File: src/rtl/load_store_unit.sv
// rtl/load_store_unit.sv - word-aligned load/store bus adapter with core stall and fault reporting
// Optional bus timeout abort: define LSU_TIMEOUT_EN.
module load_store_unit #(
  parameter int TIMEOUT_CYCLES = 16
) (
  input  logic        clk,
  input  logic        reset,
  input  logic        req_valid,
  input  logic        req_we,
  input  logic [2:0]  req_funct3,
  input  logic [31:0] req_addr,
  input  logic [31:0] req_wdata,
  output logic        stall,
  output logic        done,
  output logic [31:0] rdata,
  output logic        fault,
  output logic [1:0]  fault_cause,
  output logic        bus_valid,
  output logic        bus_we,
  output logic [31:0] bus_addr,
  output logic [3:0]  bus_wstrb,
  output logic [31:0] bus_wdata,
  input  logic        bus_ready,
  input  logic [31:0] bus_rdata
);

  typedef enum logic [1:0] {IDLE, BUSY, RESP} state_t;

  state_t      state, state_next;
  logic        we_q;
  logic [2:0]  f3_q;
  logic [31:0] addr_q, wdata_q, word_q;
  logic [1:0]  cause_q;
  logic        illegal, misaligned, timeout_hit;
  logic [7:0]  lane_byte;
  logic [15:0] lane_half;
  logic [31:0] load_ext;

  // Illegal encodings win over misalignment when both apply.
  always_comb begin
    illegal = (req_funct3 == 3'b011) || (req_funct3 == 3'b110) || (req_funct3 == 3'b111) ||
              (req_we && req_funct3[2]);
    misaligned = 1'b0;
    case (req_funct3[1:0])
      2'b01:   misaligned = req_addr[0];
      2'b10:   misaligned = (req_addr[1:0] != 2'b00);
      default: misaligned = 1'b0;
    endcase
  end

`ifdef LSU_TIMEOUT_EN
  localparam int CW = $clog2(TIMEOUT_CYCLES + 1);
  logic [CW-1:0] tcnt;

  // Held at zero outside BUSY, so each BUSY entry starts a fresh count.
  always_ff @(posedge clk) begin
    if (!reset || state != BUSY) tcnt <= '0;
    else if (!bus_ready)         tcnt <= tcnt + 1'b1;
  end

  assign timeout_hit = (state == BUSY) && !bus_ready && (tcnt == CW'(TIMEOUT_CYCLES - 1));
`else
  assign timeout_hit = 1'b0;
`endif

  always_ff @(posedge clk) begin
    if (!reset) begin
      state   <= IDLE;
      we_q    <= 1'b0;
      f3_q    <= 3'b000;
      addr_q  <= '0;
      wdata_q <= '0;
      word_q  <= '0;
      cause_q <= 2'b00;
    end else begin
      state <= state_next;
      if (state == IDLE && req_valid) begin
        we_q    <= req_we;
        f3_q    <= req_funct3;
        addr_q  <= req_addr;
        wdata_q <= req_wdata;
        word_q  <= '0;
        cause_q <= illegal ? 2'b10 : (misaligned ? 2'b01 : 2'b00);
      end else if (state == BUSY) begin
        if (bus_ready)        word_q  <= we_q ? 32'h0 : bus_rdata;
        else if (timeout_hit) cause_q <= 2'b11;
      end
    end
  end

  always_comb begin
    state_next = state;
    case (state)
      IDLE: if (req_valid) state_next = (illegal || misaligned) ? RESP : BUSY;
      BUSY: if (bus_ready || timeout_hit) state_next = RESP;
      RESP: state_next = IDLE;
      default: state_next = IDLE;
    endcase
  end

  always_comb begin
    case (addr_q[1:0])
      2'b00:   lane_byte = word_q[7:0];
      2'b01:   lane_byte = word_q[15:8];
      2'b10:   lane_byte = word_q[23:16];
      default: lane_byte = word_q[31:24];
    endcase
    lane_half = addr_q[1] ? word_q[31:16] : word_q[15:0];
    case (f3_q)
      3'b000:  load_ext = {{24{lane_byte[7]}}, lane_byte};
      3'b001:  load_ext = {{16{lane_half[15]}}, lane_half};
      3'b100:  load_ext = {24'h0, lane_byte};
      3'b101:  load_ext = {16'h0, lane_half};
      default: load_ext = word_q;
    endcase
  end

  always_comb begin
    stall       = reset && ((state == IDLE && req_valid) || state == BUSY);
    done        = (state == RESP);
    fault       = done && (cause_q != 2'b00);
    fault_cause = done ? cause_q : 2'b00;
    rdata       = (done && !fault && !we_q) ? load_ext : 32'h0;
    bus_valid   = (state == BUSY);
    bus_we      = bus_valid && we_q;
    bus_addr    = {addr_q[31:2], 2'b00};
    bus_wstrb   = 4'b0000;
    bus_wdata   = wdata_q;
    case (f3_q[1:0])
      2'b00: begin
        bus_wdata = {4{wdata_q[7:0]}};
        if (bus_we) bus_wstrb = 4'b0001 << addr_q[1:0];
      end
      2'b01: begin
        bus_wdata = {2{wdata_q[15:0]}};
        if (bus_we) bus_wstrb = addr_q[1] ? 4'b1100 : 4'b0011;
      end
      default: if (bus_we) bus_wstrb = 4'b1111;
    endcase
  end

endmodule

File: config.mk
export PLATFORM = sky130hd
export DESIGN_NAME = load_store_unit
export DESIGN_NICKNAME = d
export VERILOG_FILES = /design/src/rtl/load_store_unit.sv
export SDC_FILE = /design/constraint.sdc
export NUM_CORES = 1
export LEC_CHECK = 0
export ABC_CLOCK_PERIOD_IN_PS = 3150
export CORE_UTILIZATION = 56
export DETAILED_ROUTE_END_ITERATION = 7
export DONT_BUFFER_PORTS = 1
export PLACE_DENSITY = 0.75
export SETUP_SLACK_MARGIN = 0.05
export SLEW_MARGIN = 20
export SYNTH_ARGS = -nofsm -noshare
export SYNTH_HDL_FRONTEND = slang
export SYNTH_SLANG_ARGS = --single-unit
export TNS_END_PERCENT = 20
File: constraint.sdc
create_clock -name clk -period 3.15 [get_ports clk]
set_input_delay 0.4725 -clock clk [delete_from_list [all_inputs] [get_ports clk]]
set_output_delay 0.4725 -clock clk [all_outputs]
set_load 0.005 [all_outputs]
* Word level (Yosys, flattened, before mapping)
Index checks and enable logic that the tools add are counted.
** Storage, ports and cells
- Register bits :: 104
- Bits of input ports :: 104
- Output and inout port bits :: 107
- Word-level logic and storage cells :: 66
** Operators by class
- Equality and inequality tests :: 15
- Shifts and indexed selects :: 1
- Mux-type cells :: 19
- Bitwise logic cells :: 1
- Reduce and logical (&&, ||, !) cells :: 23
** Operator list (count)
- $pmux 32 s4 :: 1
- $mux 32 :: 2
- $pmux 32 s2 :: 1
- $pmux 8 s3 :: 1
- $mux 16 :: 1
- $mux 4 :: 4
- $eq 3x3->1 const B :: 4
- $mux 2 :: 5
- $eq 2x1->1 const B :: 4
- $pmux 4 s2 :: 1
- $logic_and 1x1->1 :: 7
- $eq 2x2->1 const B :: 3
- $logic_not 2->1 :: 3
- $logic_or 1x1->1 :: 5
- $pmux 2 s2 :: 1
- $reduce_and 2->1 :: 2
- $reduce_bool 2->1 :: 2
- $shl 1x2->4 const A :: 1
- $eq 3x1->1 const B :: 1
- $eq 3x2->1 const B :: 1
- $logic_not 3->1 :: 1
- $logic_not 1->1 :: 2
- $ne 2x1->1 const B :: 1
- $ne 2x2->1 const B :: 1
- 4 further kinds :: 4

* Longest topological paths before layout
- Depth after elaboration :: 8
- Mapped depth :: 6

* Worst setup path after synthesis
Ideal clock, no wire load.
- Kind :: reg2out
- From :: reg addr_q[1]
- To :: out rdata[19]
- Data arrival time :: 1.283 ns
- Slack :: 1.394 ns
- Stages on the path, launching flop included :: 5
- Cells stage by stage :: dfxtp_1 > mux2_2 > a31oi_4 > buf_8 > a211oi_2
** On the way
- Word-level cells in the longest chain between the ends :: 4
** Ends and longest elaborated chain
- start: declaration :: line 32 : logic [31:0] addr_q, wdata_q, word_q;
- start signal: assignment :: line 80 : addr_q <= req_addr;
- $eq 2x2->1 (tied with other cells) :: line 102 : case (addr_q[1:0])
- $pmux 8 s3 :: line 102
- $pmux 32 s4 (*) :: line 109 : case (f3_q)
- $mux 32 (*) :: line 123 : rdata = (done && !fault && !we_q) ? load_ext : 32'h0;
- end: declaration :: line 15 : output logic [31:0] rdata,
Mark *: on every way between the ends. The rest lies on a longest branch, timed or not.

* Worst setup path in the final report
- From :: reg f3_q[1]
- To :: out bus_wdata[8]
** On the way
- Word-level cells in the longest chain between the ends :: 2
** Ends and longest elaborated chain
- start: declaration :: line 31 : logic [2:0] f3_q;
- start signal: assignment :: line 79 : f3_q <= req_funct3;
- $eq 2x1->1 / $logic_not 2->1 (equally long branches) :: line 129 : case (f3_q[1:0])
- $pmux 32 s2 (*) :: line 129
- end: declaration :: line 22 : output logic [31:0] bus_wdata,
Marks and branches as above.

==> metrics.yaml <==
r2r_end: "cause_q[0]"
cts_tree: "yes"
placeableCoreArea_um2: 9284
relSlewSlack_pct: 36.20
antenna_found_initial: 0
cpMaxStageDelayCell: "nor2_2"
ys_types: 49
whs_ns: 0.2339
synth_ff_type: "dfxtp_1"
dr.max_layer_used: "met4"
pwr-share-seq_pct: 54.9
met1_length_um: 5593
critical-path-top-delay-family: "simple AND/OR/NAND/NOR gates"
final.setup_skew_ns: 0.01213
die_h_um: 100.3
gr-total-overflow: 0
min_path_type: "input port to flip-flop"
yosysTopAreaCell: "dfxtp_1"
ys_warn_count: 0
hp-start: "req_wdata[13]"
max_clock_freq_mhz: 382.2
cts_resized: 0
place_inst: 608
start_util_pct: 58.27
io_buffers: 0
pwr-share-clk_pct: 30.7
async_flop_share_pct: 0
grt_max_degree: 71
first_pass_iters: 4
wl_um: 12950
antenna_left: 0
p_sw_share_pct: 29.26
yosys-top-cells-area: "dfxtp_1 38%, a22o_1 11%, buf_4 7.4%"
cp.depth: 2
drc: 0
worstRegToRegCells: 4
cellLeakagePower_nw: 1.876
syn_area_um2: 5410
cts_inserted_buffers: 9
path_clk_slew_ns: 0.11
syn_inst: 558
switchingPower_w: 0.0007893
synth.most_common_cell: "dfxtp_1"
hold_violations: 0
std_cell_rows: 35
tns_ns: 0
ioPinCount: 211
grt.total_usage_pct: 25.02
synth_top_area_share_pct: 38.48
ys_top_cells_by_count: "104 x dfxtp_1, 69 x a22o_1, 53 x buf_4"
worstPathMaxFanout: 45
die_w_um: 100.3
fin_ws_ns: 0.5336
clkSinkCount: 104
place.gp.congestion: 0.8493
cts.htree.levels: 3
dr_wl_met2_um: 6151
final_cells: 624
total_power_w: 0.002698
rrSetupSlack_ns: 1.17
crit_type: "flip-flop to output port"
num_vias: 3912
ys_ff_latch: 104
ctsLongestPathBuffers: 2
drive_gt1_share_pct: 16.16
layout-area-overhead-vs-synth_pct: -3.007
dp_hpwl_um: 9025
outcome: "completed"
worst-path-buf-inv: 0
internal-power_w: 0.001908
critPathLaunchType: "flip-flop"
seq_area_frac_synth_pct: 38.48
cts_hold_buffers: 0
antenna_cells: 0
setup_viol: 0
wl_met3_um: 1053
final-max-slew-violation-count: 0
rsz0062_at_grt: "no"
nNetsFinal: 597
drt-wirelength-per-cell_um: 20.75
worstMarginPinSlew_ns: 0.9556
cpPeakStageDelay_ns: 0.78
holdPathEnd: "wdata_q[13]"
drt-initial-drc-count: 195
vias_per_cell: 6.269
combPwrFrac_pct: 14.4
maxCapViolations: 0
rr_startpoint: "state[0]"
cts_setup_buffers: 0
synth_edf_count: 0
endpoint_kind: "output port"
grt_pass1_wl_um: 19730
whs_path_depth: 1
syn_avg_cell_area_um2: 9.696
cts_root_buf: "clkbuf_8"
worstPathRequired_ns: 2.68
dpl_worst_slack_ns: 0.8915
clkLatencyLatePin_ns: 0.35
post-route-period-util_pct: 83.06
grt_pass1_vias: 3764
die_area_um2: 10060
ir_drop_mv: 0.2681
fillerInstances: 871
power_density_nw_per_um2: 514.1
crit_chain: "nor2_2 -> mux2_2"
crit_arrival_ns: 2.14
period_needed_ns: 2.616
## cell type report
cell class	instances	area, um^2	area share (%)
multi-input combinational	351	2669	50.86
clock inverter	5	46.29	0.8822
clock buffer	11	151.4	2.885
inverter	15	56.30	1.073
tap	129	161.4	3.076
timing repair buffer	9	80.08	1.526
sequential	104	2083	39.70
## per-layer routing
| layer | GRT usage (%) | up-vias |
|---|---|---|
| met2 | 40.73 | 189 |
| li1 | - | 1846 |
| met3 | 6.755 | 13 |
| met1 | 32.40 | 1864 |
| met4 | 7.581 | 0 |
| met5 | 0 | - |
## worst max path at each step
stage | startpoint | endpoint | slack (ns)
after detailed placement | f3_q[1] | rdata[7] | 0.89
final | f3_q[1] | bus_wdata[8] | 0.53
after global routing | f3_q[1] | rdata[7] | 0.34
after CTS | f3_q[1] | rdata[7] | 0.49
after floorplan | addr_q[1] | rdata[19] | 1.39
after global placement | f3_q[1] | rdata[7] | 0.94
## per-stage QoR
stage	instance area, um^2	util (%)
after floorplan	5414	-
after global placement	5050	54.39
after detailed placement	5050	54.39
after CTS	5248	56.52
after global routing	5248	56.52
final	5248	56.52
## registers in the layout (all words and copies together), names as in the netlist
name,cells
word_q,32
addr_q,32
wdata_q,32
state,2
cause_q,2
we_q,1
f3_q,3
## power groups by stage
stage	registers (W)	logic, W	clock network (W)
floorplan	0.00146	0.000421	0
global placement	0.00151	0.000375	0
detailed placement	0.00151	0.000389	0
CTS	0.00148	0.000388	0.000852
global route	0.00149	0.000422	0.000899
finish	0.00148	0.000388	0.000828
## worst register-to-register path, stage by stage (launching register included)
cell and delay (ns):
dfxtp_1 0.41, nor3b_2 0.34, and2_2 0.71, buf_12 0.29, a32o_1 0.17
## kinds of logic after synthesis
kind of cell,after synthesis,synth area share (%)
compound gates,171,25.67
simple gates,142,15.93
buf+inv,104,12.42
flops,104,38.48
mux,33,6.730
fa+ha+maj,3,0.6939
other cells,1,0.06931
## cells in the final DEF, fill, tap and decap left out, types with 11 or more instances in the layout
cell type  instances
dfxtp_1          103
a22o_1            69
nand2_1           44
a21oi_1           36
nand3b_1          35
mux2_2            23
nor2b_1           21
a211oi_1          17
inv_1             15
a211oi_2          11
clkbuf_8          11
(Power assumes the default switching activity.)
